### src/rtl/pe_pkg.sv
// Shared types and helpers for the background-removal pe sequencer.
// The mean helper is kept here so that future multi-pe summation logic can reuse it.
package pe_pkg;

  localparam int PIXEL_W = 8;
  localparam logic [63:0] PIX_MAX = (64'd1 << PIXEL_W) - 64'd1;

  typedef enum logic [3:0] {
    ST_IDLE      = 4'd0,
    ST_SUM_START = 4'd1,
    ST_SUM_WAIT  = 4'd2,
    ST_EXP_CALC  = 4'd3,
    ST_BG_START  = 4'd4,
    ST_BG_WAIT   = 4'd5,
    ST_STREAM    = 4'd6,
    ST_ACK       = 4'd7,
    ST_ERR       = 4'd8
  } pe_state_e;

  typedef struct packed {
    logic [PIXEL_W-1:0] threshold;
    logic [PIXEL_W-1:0] bg_r;
    logic [PIXEL_W-1:0] bg_g;
    logic [PIXEL_W-1:0] bg_b;
  } pe_settings_t;

  function automatic int clog2(input int value);
    int result;
    result = 0;
    for (int i = 0; i < 31; i++) begin
      if ((64'd1 << i) < 64'(value)) begin
        result = i + 1;
      end else begin
        result = result;
      end
    end
    return result;
  endfunction

  // Truncating mean of a power-of-two pixel count, saturated to one channel.
  function automatic logic [PIXEL_W-1:0] sat_mean(input logic [63:0] sum, input int shift);
    logic [63:0] mean;
    mean = sum >> shift;
    if (mean > PIX_MAX) begin
      return {PIXEL_W{1'b1}};
    end else begin
      return mean[PIXEL_W-1:0];
    end
  endfunction

endpackage

### src/rtl/pe_sequencer_serializer.sv
// Capture buffer and valid/ready pixel streamer for the pe sequencer.
// Holds the processed frame and presents one pixel per accepted handshake.
module pe_pixel_serializer
  import pe_pkg::*;
#(
  parameter int NUM_PIXELS = 4,
  localparam int FRAME_W = PIXEL_W * NUM_PIXELS,
  localparam int IDX_W = clog2(NUM_PIXELS)
) (
  input  logic               clk,
  input  logic               rst,
  input  logic               load,
  input  logic [FRAME_W-1:0] pix_r,
  input  logic [FRAME_W-1:0] pix_g,
  input  logic [FRAME_W-1:0] pix_b,
  input  logic               out_ready,
  output logic               out_valid,
  output logic [PIXEL_W-1:0] out_r,
  output logic [PIXEL_W-1:0] out_g,
  output logic [PIXEL_W-1:0] out_b,
  output logic [IDX_W-1:0]   out_idx,
  output logic               out_last,
  output logic               complete
);

  localparam logic [IDX_W-1:0] LAST_IDX = IDX_W'(NUM_PIXELS - 1);

  logic [FRAME_W-1:0] buf_r_q, buf_r_d, buf_g_q, buf_g_d, buf_b_q, buf_b_d;
  logic [IDX_W-1:0]   idx_q, idx_d;
  logic               valid_q, valid_d;
  logic               at_last_s;

  assign at_last_s = (idx_q == LAST_IDX);
  assign complete  = valid_q & out_ready & at_last_s;

  // Load, advance or hold the buffer and pixel index.
  always_comb begin
    buf_r_d = buf_r_q;
    buf_g_d = buf_g_q;
    buf_b_d = buf_b_q;
    idx_d   = idx_q;
    valid_d = valid_q;
    if (load) begin
      buf_r_d = pix_r;
      buf_g_d = pix_g;
      buf_b_d = pix_b;
      idx_d   = {IDX_W{1'b0}};
      valid_d = 1'b1;
    end else if (valid_q && out_ready) begin
      if (at_last_s) begin
        idx_d   = {IDX_W{1'b0}};
        valid_d = 1'b0;
      end else begin
        idx_d   = idx_q + IDX_W'(1);
      end
    end else begin
      valid_d = valid_q;
    end
  end

  // Stream state registers.
  always_ff @(posedge clk or posedge rst) begin
    if (rst) begin
      buf_r_q <= {FRAME_W{1'b0}};
      buf_g_q <= {FRAME_W{1'b0}};
      buf_b_q <= {FRAME_W{1'b0}};
      idx_q   <= {IDX_W{1'b0}};
      valid_q <= 1'b0;
    end else begin
      buf_r_q <= buf_r_d;
      buf_g_q <= buf_g_d;
      buf_b_q <= buf_b_d;
      idx_q   <= idx_d;
      valid_q <= valid_d;
    end
  end

  // Pixel buses read zero whenever nothing is being offered.
  assign out_valid = valid_q;
  assign out_idx   = idx_q;
  assign out_last  = valid_q & at_last_s;
  assign out_r     = valid_q ? buf_r_q[int'(idx_q)*PIXEL_W +: PIXEL_W] : {PIXEL_W{1'b0}};
  assign out_g     = valid_q ? buf_g_q[int'(idx_q)*PIXEL_W +: PIXEL_W] : {PIXEL_W{1'b0}};
  assign out_b     = valid_q ? buf_b_q[int'(idx_q)*PIXEL_W +: PIXEL_W] : {PIXEL_W{1'b0}};

endmodule

### src/rtl/pe_sequencer.sv
// Host-facing sequencer for the background-removal pe: sum phase, expected-colour
// calculation, removal phase, then a pixel stream before releasing the pe.
module pe_sequencer
  import pe_pkg::*;
#(
  parameter int NUM_PIXELS = 4,
  parameter int SUM_W = 32,
  parameter int TIMEOUT = 1024,
  localparam int FRAME_W = PIXEL_W * NUM_PIXELS,
  localparam int IDX_W = clog2(NUM_PIXELS)
) (
  input  logic               Clk,
  input  logic               Reset,
  input  logic               Go,
  input  logic [FRAME_W-1:0] frame_r,
  input  logic [FRAME_W-1:0] frame_g,
  input  logic [FRAME_W-1:0] frame_b,
  input  logic [PIXEL_W-1:0] threshold_in,
  input  logic [PIXEL_W-1:0] bg_r_in,
  input  logic [PIXEL_W-1:0] bg_g_in,
  input  logic [PIXEL_W-1:0] bg_b_in,
  output logic [FRAME_W-1:0] pe_red_in,
  output logic [FRAME_W-1:0] pe_green_in,
  output logic [FRAME_W-1:0] pe_blue_in,
  output logic [PIXEL_W-1:0] pe_threshold,
  output logic [PIXEL_W-1:0] pe_desired_bg_r,
  output logic [PIXEL_W-1:0] pe_desired_bg_g,
  output logic [PIXEL_W-1:0] pe_desired_bg_b,
  output logic [PIXEL_W-1:0] pe_red_exp,
  output logic [PIXEL_W-1:0] pe_green_exp,
  output logic [PIXEL_W-1:0] pe_blue_exp,
  output logic               pe_start_sum,
  output logic               pe_start_bg,
  output logic               pe_ack,
  input  logic               pe_qsd,
  input  logic               pe_qbgd,
  input  logic [SUM_W-1:0]   pe_red_sum,
  input  logic [SUM_W-1:0]   pe_green_sum,
  input  logic [SUM_W-1:0]   pe_blue_sum,
  input  logic [FRAME_W-1:0] pe_red_out,
  input  logic [FRAME_W-1:0] pe_green_out,
  input  logic [FRAME_W-1:0] pe_blue_out,
  output logic               out_valid,
  input  logic               out_ready,
  output logic [PIXEL_W-1:0] out_r,
  output logic [PIXEL_W-1:0] out_g,
  output logic [PIXEL_W-1:0] out_b,
  output logic [IDX_W-1:0]   out_idx,
  output logic               out_last,
  output logic               busy,
  output logic               done,
  output logic               error
);

  localparam int WD_W = clog2(TIMEOUT + 1);
  localparam int SHIFT = clog2(NUM_PIXELS);
  localparam logic [WD_W-1:0] WD_LAST = WD_W'(TIMEOUT - 1);

  pe_state_e          state_q, state_d;
  logic [WD_W-1:0]    wd_q, wd_d;
  logic [FRAME_W-1:0] fr_q, fr_d, fg_q, fg_d, fb_q, fb_d;
  pe_settings_t       set_q, set_d;
  logic [PIXEL_W-1:0] exp_r_q, exp_r_d, exp_g_q, exp_g_d, exp_b_q, exp_b_d;
  logic               start_sum_q, start_sum_d, start_bg_q, start_bg_d;
  logic               ack_q, ack_d, done_q, done_d, error_q, error_d;
  logic               load_s, complete_s;

  // Next-state and registered-output decode; strobes are set on entry to their state.
  always_comb begin
    state_d     = state_q;
    wd_d        = wd_q;
    fr_d        = fr_q;
    fg_d        = fg_q;
    fb_d        = fb_q;
    set_d       = set_q;
    exp_r_d     = exp_r_q;
    exp_g_d     = exp_g_q;
    exp_b_d     = exp_b_q;
    start_sum_d = 1'b0;
    start_bg_d  = 1'b0;
    ack_d       = 1'b0;
    done_d      = 1'b0;
    error_d     = error_q;
    load_s      = 1'b0;
    case (state_q)
      ST_IDLE: begin
        if (Go) begin
          fr_d        = frame_r;
          fg_d        = frame_g;
          fb_d        = frame_b;
          set_d       = '{threshold: threshold_in, bg_r: bg_r_in, bg_g: bg_g_in, bg_b: bg_b_in};
          error_d     = 1'b0;
          start_sum_d = 1'b1;
          state_d     = ST_SUM_START;
        end else begin
          state_d = ST_IDLE;
        end
      end
      ST_SUM_START: begin
        wd_d    = {WD_W{1'b0}};
        state_d = ST_SUM_WAIT;
      end
      ST_SUM_WAIT: begin
        if (pe_qsd) begin
          ack_d   = 1'b1;
          state_d = ST_EXP_CALC;
        end else if (wd_q == WD_LAST) begin
          ack_d   = 1'b1;
          error_d = 1'b1;
          state_d = ST_ERR;
        end else begin
          wd_d = wd_q + WD_W'(1);
        end
      end
      ST_EXP_CALC: begin
        exp_r_d    = sat_mean(64'(pe_red_sum), SHIFT);
        exp_g_d    = sat_mean(64'(pe_green_sum), SHIFT);
        exp_b_d    = sat_mean(64'(pe_blue_sum), SHIFT);
        start_bg_d = 1'b1;
        state_d    = ST_BG_START;
      end
      ST_BG_START: begin
        wd_d    = {WD_W{1'b0}};
        state_d = ST_BG_WAIT;
      end
      ST_BG_WAIT: begin
        if (pe_qbgd) begin
          load_s  = 1'b1;
          state_d = ST_STREAM;
        end else if (wd_q == WD_LAST) begin
          ack_d   = 1'b1;
          error_d = 1'b1;
          state_d = ST_ERR;
        end else begin
          wd_d = wd_q + WD_W'(1);
        end
      end
      ST_STREAM: begin
        if (complete_s) begin
          ack_d   = 1'b1;
          done_d  = 1'b1;
          state_d = ST_ACK;
        end else begin
          state_d = ST_STREAM;
        end
      end
      ST_ACK:  state_d = ST_IDLE;
      ST_ERR:  state_d = ST_IDLE;
      default: state_d = ST_IDLE;
    endcase
  end

  // Sequencer state and registered outputs.
  always_ff @(posedge Clk or posedge Reset) begin
    if (Reset) begin
      state_q     <= ST_IDLE;
      wd_q        <= {WD_W{1'b0}};
      fr_q        <= {FRAME_W{1'b0}};
      fg_q        <= {FRAME_W{1'b0}};
      fb_q        <= {FRAME_W{1'b0}};
      set_q       <= '0;
      exp_r_q     <= {PIXEL_W{1'b0}};
      exp_g_q     <= {PIXEL_W{1'b0}};
      exp_b_q     <= {PIXEL_W{1'b0}};
      start_sum_q <= 1'b0;
      start_bg_q  <= 1'b0;
      ack_q       <= 1'b0;
      done_q      <= 1'b0;
      error_q     <= 1'b0;
    end else begin
      state_q     <= state_d;
      wd_q        <= wd_d;
      fr_q        <= fr_d;
      fg_q        <= fg_d;
      fb_q        <= fb_d;
      set_q       <= set_d;
      exp_r_q     <= exp_r_d;
      exp_g_q     <= exp_g_d;
      exp_b_q     <= exp_b_d;
      start_sum_q <= start_sum_d;
      start_bg_q  <= start_bg_d;
      ack_q       <= ack_d;
      done_q      <= done_d;
      error_q     <= error_d;
    end
  end

  pe_pixel_serializer #(.NUM_PIXELS(NUM_PIXELS)) u_serializer (
    .clk       (Clk),
    .rst       (Reset),
    .load      (load_s),
    .pix_r     (pe_red_out),
    .pix_g     (pe_green_out),
    .pix_b     (pe_blue_out),
    .out_ready (out_ready),
    .out_valid (out_valid),
    .out_r     (out_r),
    .out_g     (out_g),
    .out_b     (out_b),
    .out_idx   (out_idx),
    .out_last  (out_last),
    .complete  (complete_s)
  );

  assign pe_red_in       = fr_q;
  assign pe_green_in     = fg_q;
  assign pe_blue_in      = fb_q;
  assign pe_threshold    = set_q.threshold;
  assign pe_desired_bg_r = set_q.bg_r;
  assign pe_desired_bg_g = set_q.bg_g;
  assign pe_desired_bg_b = set_q.bg_b;
  assign pe_red_exp      = exp_r_q;
  assign pe_green_exp    = exp_g_q;
  assign pe_blue_exp     = exp_b_q;
  assign pe_start_sum    = start_sum_q;
  assign pe_start_bg     = start_bg_q;
  assign pe_ack          = ack_q;
  assign busy            = (state_q != ST_IDLE);
  assign done            = done_q;
  assign error           = error_q;

endmodule

### config.mk
export PLATFORM = sky130hd
export DESIGN_NAME = pe_sequencer
export DESIGN_NICKNAME = d
export VERILOG_FILES = /design/src/rtl/pe_pkg.sv /design/src/rtl/pe_sequencer_serializer.sv /design/src/rtl/pe_sequencer.sv
export SDC_FILE = /design/constraint.sdc
export NUM_CORES = 1
export LEC_CHECK = 0
export CORE_AREA = 4 4 195 197
export DETAILED_ROUTE_END_ITERATION = 6
export DIE_AREA = 0 0 199 201
export PLACE_DENSITY = 0.74
export SKIP_LAST_GASP = 1
export SLEW_MARGIN = 25
export SYNTH_ARGS = -nofsm -noshare
export SYNTH_HDL_FRONTEND = slang
export SYNTH_HIERARCHICAL = 1
export SYNTH_SLANG_ARGS = --single-unit
### constraint.sdc
create_clock -name Clk -period 14.2 [get_ports Clk]
set_input_delay 3.55 -clock Clk [delete_from_list [all_inputs] [get_ports Clk]]
set_output_delay 3.55 -clock Clk [all_outputs]
set_load 0.01 [all_outputs]
Word level (Yosys, flattened, before mapping)
Cells that the tools add are included.

word-level totals
  register bits after elaboration = 271

operators by class
  add/sub/neg operators = 2
  magnitude comparators = 3
  eq/ne operators = 11
  shift-type cells = 3
  multiplexer cells = 38
  bitwise gates (word level) = 3
  reduce and logical (&&, ||, !) cells = 12

operators by type and width
  cell                     count
  $shiftx A32 B6 Y8        3
  $gt A30 B8 Y1 const B    3
  $mux W8                  6
  $mux W11                 3
  $pmux W11 S3             1
  $pmux W4 S7              1
  $mux W1                  19
  $eq A4 B3 Y1 const B     3
  $mux W4                  3
  $add A11 B1 Y11 const B  1
  $eq A11 B10 Y1 const B   1
  $eq A4 B2 Y1 const B     2
  $mux W2                  3
  $ne A2 B2 Y1 const B     3
  $pmux W1 S3              2
  $reduce_bool A3 Y1       2
  $eq A4 B1 Y1 const B     1
  $logic_not A4 Y1         1
  $reduce_and A2 Y1        2
  $reduce_and A4 Y1        1
  $reduce_bool A2 Y1       2
  $reduce_bool A4 Y1       1
  $and A1 B1 Y1            3
  $reduce_and A3 Y1        1
  4 further kinds          4

Logic depth before layout (Yosys ltp)
  depth in word-level cells = 4
  gate-level depth with buffers = 8

Cells and area by module
The synthesis kept the hierarchy.

by module, submodules not included
  module               instances  cells an instance  area an instance (µm²)  seq. area each (µm²)
  pe_sequencer         1          727                6812.8                  4304.1
  pe_pixel_serializer  1          305                4491.8                  2477.4

Worst setup path after synthesis
Ideal clock, no wire load.

  path kind = input-to-reg
  from = input pe_qbgd
  to = register wd_q[3]
  setup time = 0.136 ns
  arrival = 4.816 ns
  data required time = 14.064 ns
  path slack = 9.249 ns
  stages on the path = 5
  path buffers = 1
  path through = or4bb_1 a21o_1 clkbuf_1 o311ai_1 o41ai_1

between the ends
  word-level cells in the longest chain between the ends = 2

RTL lines
  item                                RTL line             RTL
  from (decl)                         pe_sequencer.sv:36   input logic pe_qbgd,
  $ne A2 B2 Y1 (no source line)       --
  $reduce_and A3 Y1 (no source line)  --
  to (signal assigned)                pe_sequencer.sv:157  wd_q <= {WD_W{1'b0}};
  to (signal assigned)                pe_sequencer.sv:172  wd_q <= wd_d;
  to (decl)                           pe_sequencer.sv:60   logic [WD_W-1:0] wd_q, wd_d;

Every way passes these cells.
A chain may end at the register's enable or synchronous reset.

Final worst setup path
  from = register u_serializer.idx_q[1], in the netlist u_serializer/out_idx[1]
  to = output out_r[6]

between the ends
  word-level cells in the longest chain between the ends = 2

RTL lines
  item                    RTL line                       RTL
  from (decl)             pe_sequencer_serializer.sv:29  logic [IDX_W-1:0] idx_q, idx_d;
  from (signal assigned)  pe_sequencer_serializer.sv:67  idx_q <= {IDX_W{1'b0}};
  from (signal assigned)  pe_sequencer_serializer.sv:73  idx_q <= idx_d;
  $shiftx A32 B6 Y8       pe_sequencer_serializer.sv:82  assign out_r = valid_q ? buf_r_q[int'(idx_q)*PIXEL_W +: PIXEL_W] : {PIXEL_W{1'b0}};
  $mux W8                 pe_sequencer_serializer.sv:82
  to (decl)               pe_sequencer.sv:45             output logic [PIXEL_W-1:0] out_r,

Every way passes these cells.

==> impl_results.html <==
<table>
<tr><th>Metric</th><th>Value</th></tr>
<tr><th colspan="2">Clock tree</th></tr>
<tr><td>Number of buffers added to fix hold violations after cts</td><td>0</td></tr>
<tr><td>Register clock-pin slew on the reported worst setup and hold paths</td><td>60 ps</td></tr>
<tr><td>Cell at the root of the clock tree</td><td>clkbuf_16</td></tr>
<tr><td>Setup Fix Bufs, Post-CTS</td><td>0</td></tr>
<tr><td>Worst skew pair latency</td><td>550 ps</td></tr>
<tr><td>TritonCTS clock tree</td><td>yes</td></tr>
<tr><td>H-tree level count</td><td>1</td></tr>
<tr><td>Post-CTS sizing</td><td>0</td></tr>
<tr><td>Sinks on Clock Net</td><td>271</td></tr>
<tr><td>TritonCTS Buffers</td><td>30</td></tr>
<tr><td>Number of buffers between clock root and the deepest sink</td><td>3</td></tr>
<tr><th colspan="2">Cells and area</th></tr>
<tr><td>Layout cell share with drive strength beyond 1</td><td>10.9%</td></tr>
<tr><td>Number of diodes</td><td>0</td></tr>
<tr><td>Layout area overhead</td><td>57.2%</td></tr>
<tr><td>Number of nets in the layout</td><td>1849</td></tr>
<tr><td>Number of filler instances in the final layout</td><td>3250</td></tr>
<tr><td>Final std cells w/o fill</td><td>2012</td></tr>
<tr><td>Post-layout utilization of the core</td><td>49.0%</td></tr>
<tr><td>Finished layout cell area</td><td>17800 sq um</td></tr>
<tr><th colspan="2">Die</th></tr>
<tr><td>Count of pins on the block boundary</td><td>512</td></tr>
<tr><td>Full die area</td><td>40000 sq um</td></tr>
<tr><td>Die width</td><td>199 um</td></tr>
<tr><td>Vertical extent of the die</td><td>201 um</td></tr>
<tr><td>Initial Utilization</td><td>31.2%</td></tr>
<tr><td>Core outline area</td><td>36300 sq um</td></tr>
<tr><td>Num rows</td><td>70</td></tr>
<tr><th colspan="2">Global routing</th></tr>
<tr><td>Via count of the first global-routing pass</td><td>9998</td></tr>
<tr><td>First-pass GRT wire length</td><td>56100 um</td></tr>
<tr><td>Antenna violations before repair</td><td>1</td></tr>
<tr><td>Total global-route track usage</td><td>17.5%</td></tr>
<tr><td>Remaining Overflow, GRT</td><td>0</td></tr>
<tr><td>Maximum number of pins on one net before global-route repair</td><td>87</td></tr>
<tr><th colspan="2">Timing</th></tr>
<tr><td>Final Slew Violations</td><td>0</td></tr>
<tr><td>Post-Route Setup TNS</td><td>0 ps</td></tr>
<tr><td>Post-route fraction of the period consumed by the critical path</td><td>45.9%</td></tr>
<tr><td>Clock skew</td><td>11.3 ps</td></tr>
<tr><td>Final worst path period need</td><td>6520 ps</td></tr>
<tr><td>Transition time at the pin with the least slew margin</td><td>886 ps</td></tr>
<tr><td>Unrepaired setup endpoints after global routing</td><td>no</td></tr>
<tr><td>Worst setup margin</td><td>7680 ps</td></tr>
<tr><td>Worst hold slack</td><td>470 ps</td></tr>
<tr><td>Final Hold Violating Endpoints</td><td>0</td></tr>
<tr><td>Normalized max-slew margin</td><td>41.0%</td></tr>
<tr><td>Highest clock rate</td><td>153 MHz</td></tr>
<tr><td># setup viols final</td><td>0</td></tr>
<tr><th colspan="2">Pwr</th></tr>
<tr><td>VDD IR-drop max</td><td>0.111 mV</td></tr>
<tr><td>Leakage power figure</td><td>7.77 nW</td></tr>
<tr><td>Total chip power</td><td>3.59 mW</td></tr>
<tr><td>Power per cell area</td><td>202 nW/um^2</td></tr>
<tr><th colspan="2">Route</th></tr>
<tr><td>Post-detailed-routing wire length</td><td>36700 um</td></tr>
<tr><td>DRC violation count after routing</td><td>0</td></tr>
<tr><td>Detail-routed net length per standard cell</td><td>18.3 um</td></tr>
<tr><td>DRC violation total after the first TritonRoute iteration</td><td>418</td></tr>
<tr><td>Post-detailed-route via-to-cell ratio</td><td>4.71</td></tr>
<tr><td>Number of detailed-route iterations in the first pass</td><td>5</td></tr>
<tr><td>Count of antenna-violating nets left after detailed routing</td><td>0</td></tr>
<tr><td>DR vias</td><td>9467</td></tr>
<tr><th colspan="2">Synthesis</th></tr>
<tr><td>Synth Cell Area</td><td>11300 sq um</td></tr>
<tr><td>Dominant synthesized flop cell</td><td>dfrtp_1</td></tr>
<tr><td>Seq cells post-synth</td><td>271</td></tr>
<tr><td>Total of warnings raised by yosys</td><td>6</td></tr>
<tr><td>Post-synthesis async set-or-reset flop share</td><td>100%</td></tr>
<tr><td>Dominant cell type by area after synthesis</td><td>dfrtp_1</td></tr>
<tr><td>Net count after synthesis</td><td>1361</td></tr>
<tr><td>Register area share after synthesis</td><td>60.0%</td></tr>
<tr><td>Post-synthesis area per instance</td><td>11.0 sq um</td></tr>
<tr><td>Top area cells in the synthesized netlist</td><td>dfrtp_1 60%, nand2_1 13%, mux2_2 8.9%, mux2i_1 4.4%, o22a_1 1.9%</td></tr>
<tr><td>Number of enable-type register cells in the synthesized netlist</td><td>0</td></tr>
<tr><td>Library cells used by synthesis</td><td>49</td></tr>
<tr><td>Top-area cell type share of the netlist area</td><td>60.0%</td></tr>
<tr><td>Number of instances in the synthesized netlist</td><td>1032</td></tr>
<tr><th colspan="2">Status</th></tr>
<tr><td>Result of the run</td><td>finished, final reports clean</td></tr>
<tr><th colspan="2">Worst setup path</th></tr>
<tr><td>Peak fanout along the critical path</td><td>34</td></tr>
<tr><td>Critical path capture point type</td><td>output port</td></tr>
<tr><td>Type of the worst setup path</td><td>register to output port</td></tr>
<tr><td>Crit path launch type</td><td>register</td></tr>
<tr><td>Crit path arrival time</td><td>2970 ps</td></tr>
<tr><td>Critical Path RT</td><td>10650 ps</td></tr>
<tr><td>Worst R2R Start</td><td>state_q[3]</td></tr>
<tr><td>Endpoint of the worst-slack reg-to-reg timing path</td><td>pe_green_in[24]</td></tr>
<tr><td>Setup slack of the worst register-to-register path</td><td>10860 ps</td></tr>
<tr><td>Worst reg2reg path depth</td><td>6</td></tr>
<tr><th colspan="2">Placement</th></tr>
<tr><td>Placed inst area</td><td>16700 sq um</td></tr>
<tr><td>Gpl congestion</td><td>0.915</td></tr>
<tr><td>Estimated wirelength of the detail-placed design</td><td>26800 um</td></tr>
<tr><td>Pre-CTS setup slack</td><td>7790 ps</td></tr>
<tr><td>Number of buffers added on ports</td><td>505</td></tr>
<tr><td>Cell count after placement</td><td>1955</td></tr>
<tr><th colspan="2">Hold path</th></tr>
<tr><td>Hold Crit Depth</td><td>2</td></tr>
<tr><td>Startpoint of the lowest-slack hold path</td><td>pe_blue_in[26]</td></tr>
<tr><td>Hold path endpoint</td><td>pe_blue_in[26]</td></tr>
<tr><td>Classification of the worst-slack hold path</td><td>register to register</td></tr>
<tr><th colspan="2">Run</th></tr>
<tr><td>Max-cap violations</td><td>0</td></tr>
</table>
cell usage in the layout, fill, tap and decap left out, drive strengths merged, types with 2 or more instances in the layout:
| master | n |
|---|---|
| clkdlybuf4s50 | 505 |
| nand2 | 397 |
| dfrtp | 271 |
| mux2 | 96 |
| mux2i | 50 |
| clkbuf | 46 |
| o22a | 24 |
| o22ai | 24 |
| nor4 | 16 |
| a21oi | 12 |
| buf | 11 |
| nor2 | 8 |
| clkinv | 8 |
| nand3 | 7 |
| nand4 | 5 |
| nand2b | 4 |
| and3 | 4 |
| o41ai | 4 |
| nor3 | 4 |
| and4 | 4 |
| inv | 4 |
| or4 | 3 |
| o21ai | 3 |
| o31ai | 3 |
| a21o | 3 |
| and2 | 3 |
| ha | 3 |
| nand4b | 2 |
| a21bo | 2 |
| or4b | 2 |
flip-flops by register name, summed over array words and instances, names as in the netlist, 4 cells and up:
| signal | flops |
|---|---|
| pe_blue_in | 32 |
| pe_green_in | 32 |
| pe_red_in | 32 |
| u_serializer/buf_b_q | 32 |
| u_serializer/buf_g_q | 32 |
| u_serializer/buf_r_q | 32 |
| wd_q | 11 |
| pe_blue_exp | 8 |
| pe_desired_bg_b | 8 |
| pe_desired_bg_g | 8 |
| pe_desired_bg_r | 8 |
| pe_green_exp | 8 |
| pe_red_exp | 8 |
| pe_threshold | 8 |
| state_q | 4 |
layout make-up:
class | count | area [sq um] | share of cell area [%]
Timing Repair Buffer | 516 | 5160 | 29.0
Tap cell | 468 | 586 | 3.29
Sequential cell | 271 | 6780 | 38.2
Clock inverter | 10 | 88.8 | 0.500
Multi-Input combinational cell | 697 | 4210 | 23.7
Clock buffer | 46 | 922 | 5.19
Inverter | 4 | 23.8 | 0.134
critical path, stage by stage, from the launching register on:
cell	delay (ps)
dfrtp_2	720
buf_4	600
mux2i_1	230
o22ai_1	190
clkdlybuf4s50_1	620
Yosys cell counts, drive strengths merged, types with 5 or more instances:
cell    instances
nor2            8
mux2i          50
nor4           16
o22a           24
nand4           5
dfrtp         271
clkbuf         27
mux2           96
o22ai          24
nand3           7
a21oi          12
nand2         397
buf            33
per-layer routing:
metal  track usage, %  vias up  wire length, um  part of all wire, %
met5                0        -               20                0.054
met4             5.57        2             1280                  3.5
met3             7.40       84             3890                   11
met2             29.0      397            17300                   47
met1             20.5     4530            14200                   39
li1                 -     4454                -                    -
cells by family after synthesis:
kind of cell | share of synthesized area [%]
compound gates | 5.41
flops | 60.0
fa+ha+maj | 0.332
xor+xnor | 0.0775
simple gates | 17.0
mux | 14.2
buf+inv | 2.99
power breakdown:
part	internal [mW]	leakage, nW	switching (mW)
Sequential	1.12	3.30	0.207
Combinational	0.827	3.97	0.665
Clock	0.465	0.500	0.314
how the worst max path moves through the flow:
stage                            start  cells past startpoint         endpoint
4_1_cts        u_serializer/out_idx[1]                      4         out_r[6]
5_1_grt        u_serializer/out_idx[1]                      4         out_r[6]
3_3_place_gp                        Go                      6  pe_green_in[17]
2_1_floorplan                    Reset                      1             done
6_report       u_serializer/out_idx[1]                      4         out_r[6]
3_5_place_dp                        Go                      6  pe_green_in[30]
No activity file was read; power rests on OpenSTA's default activity.
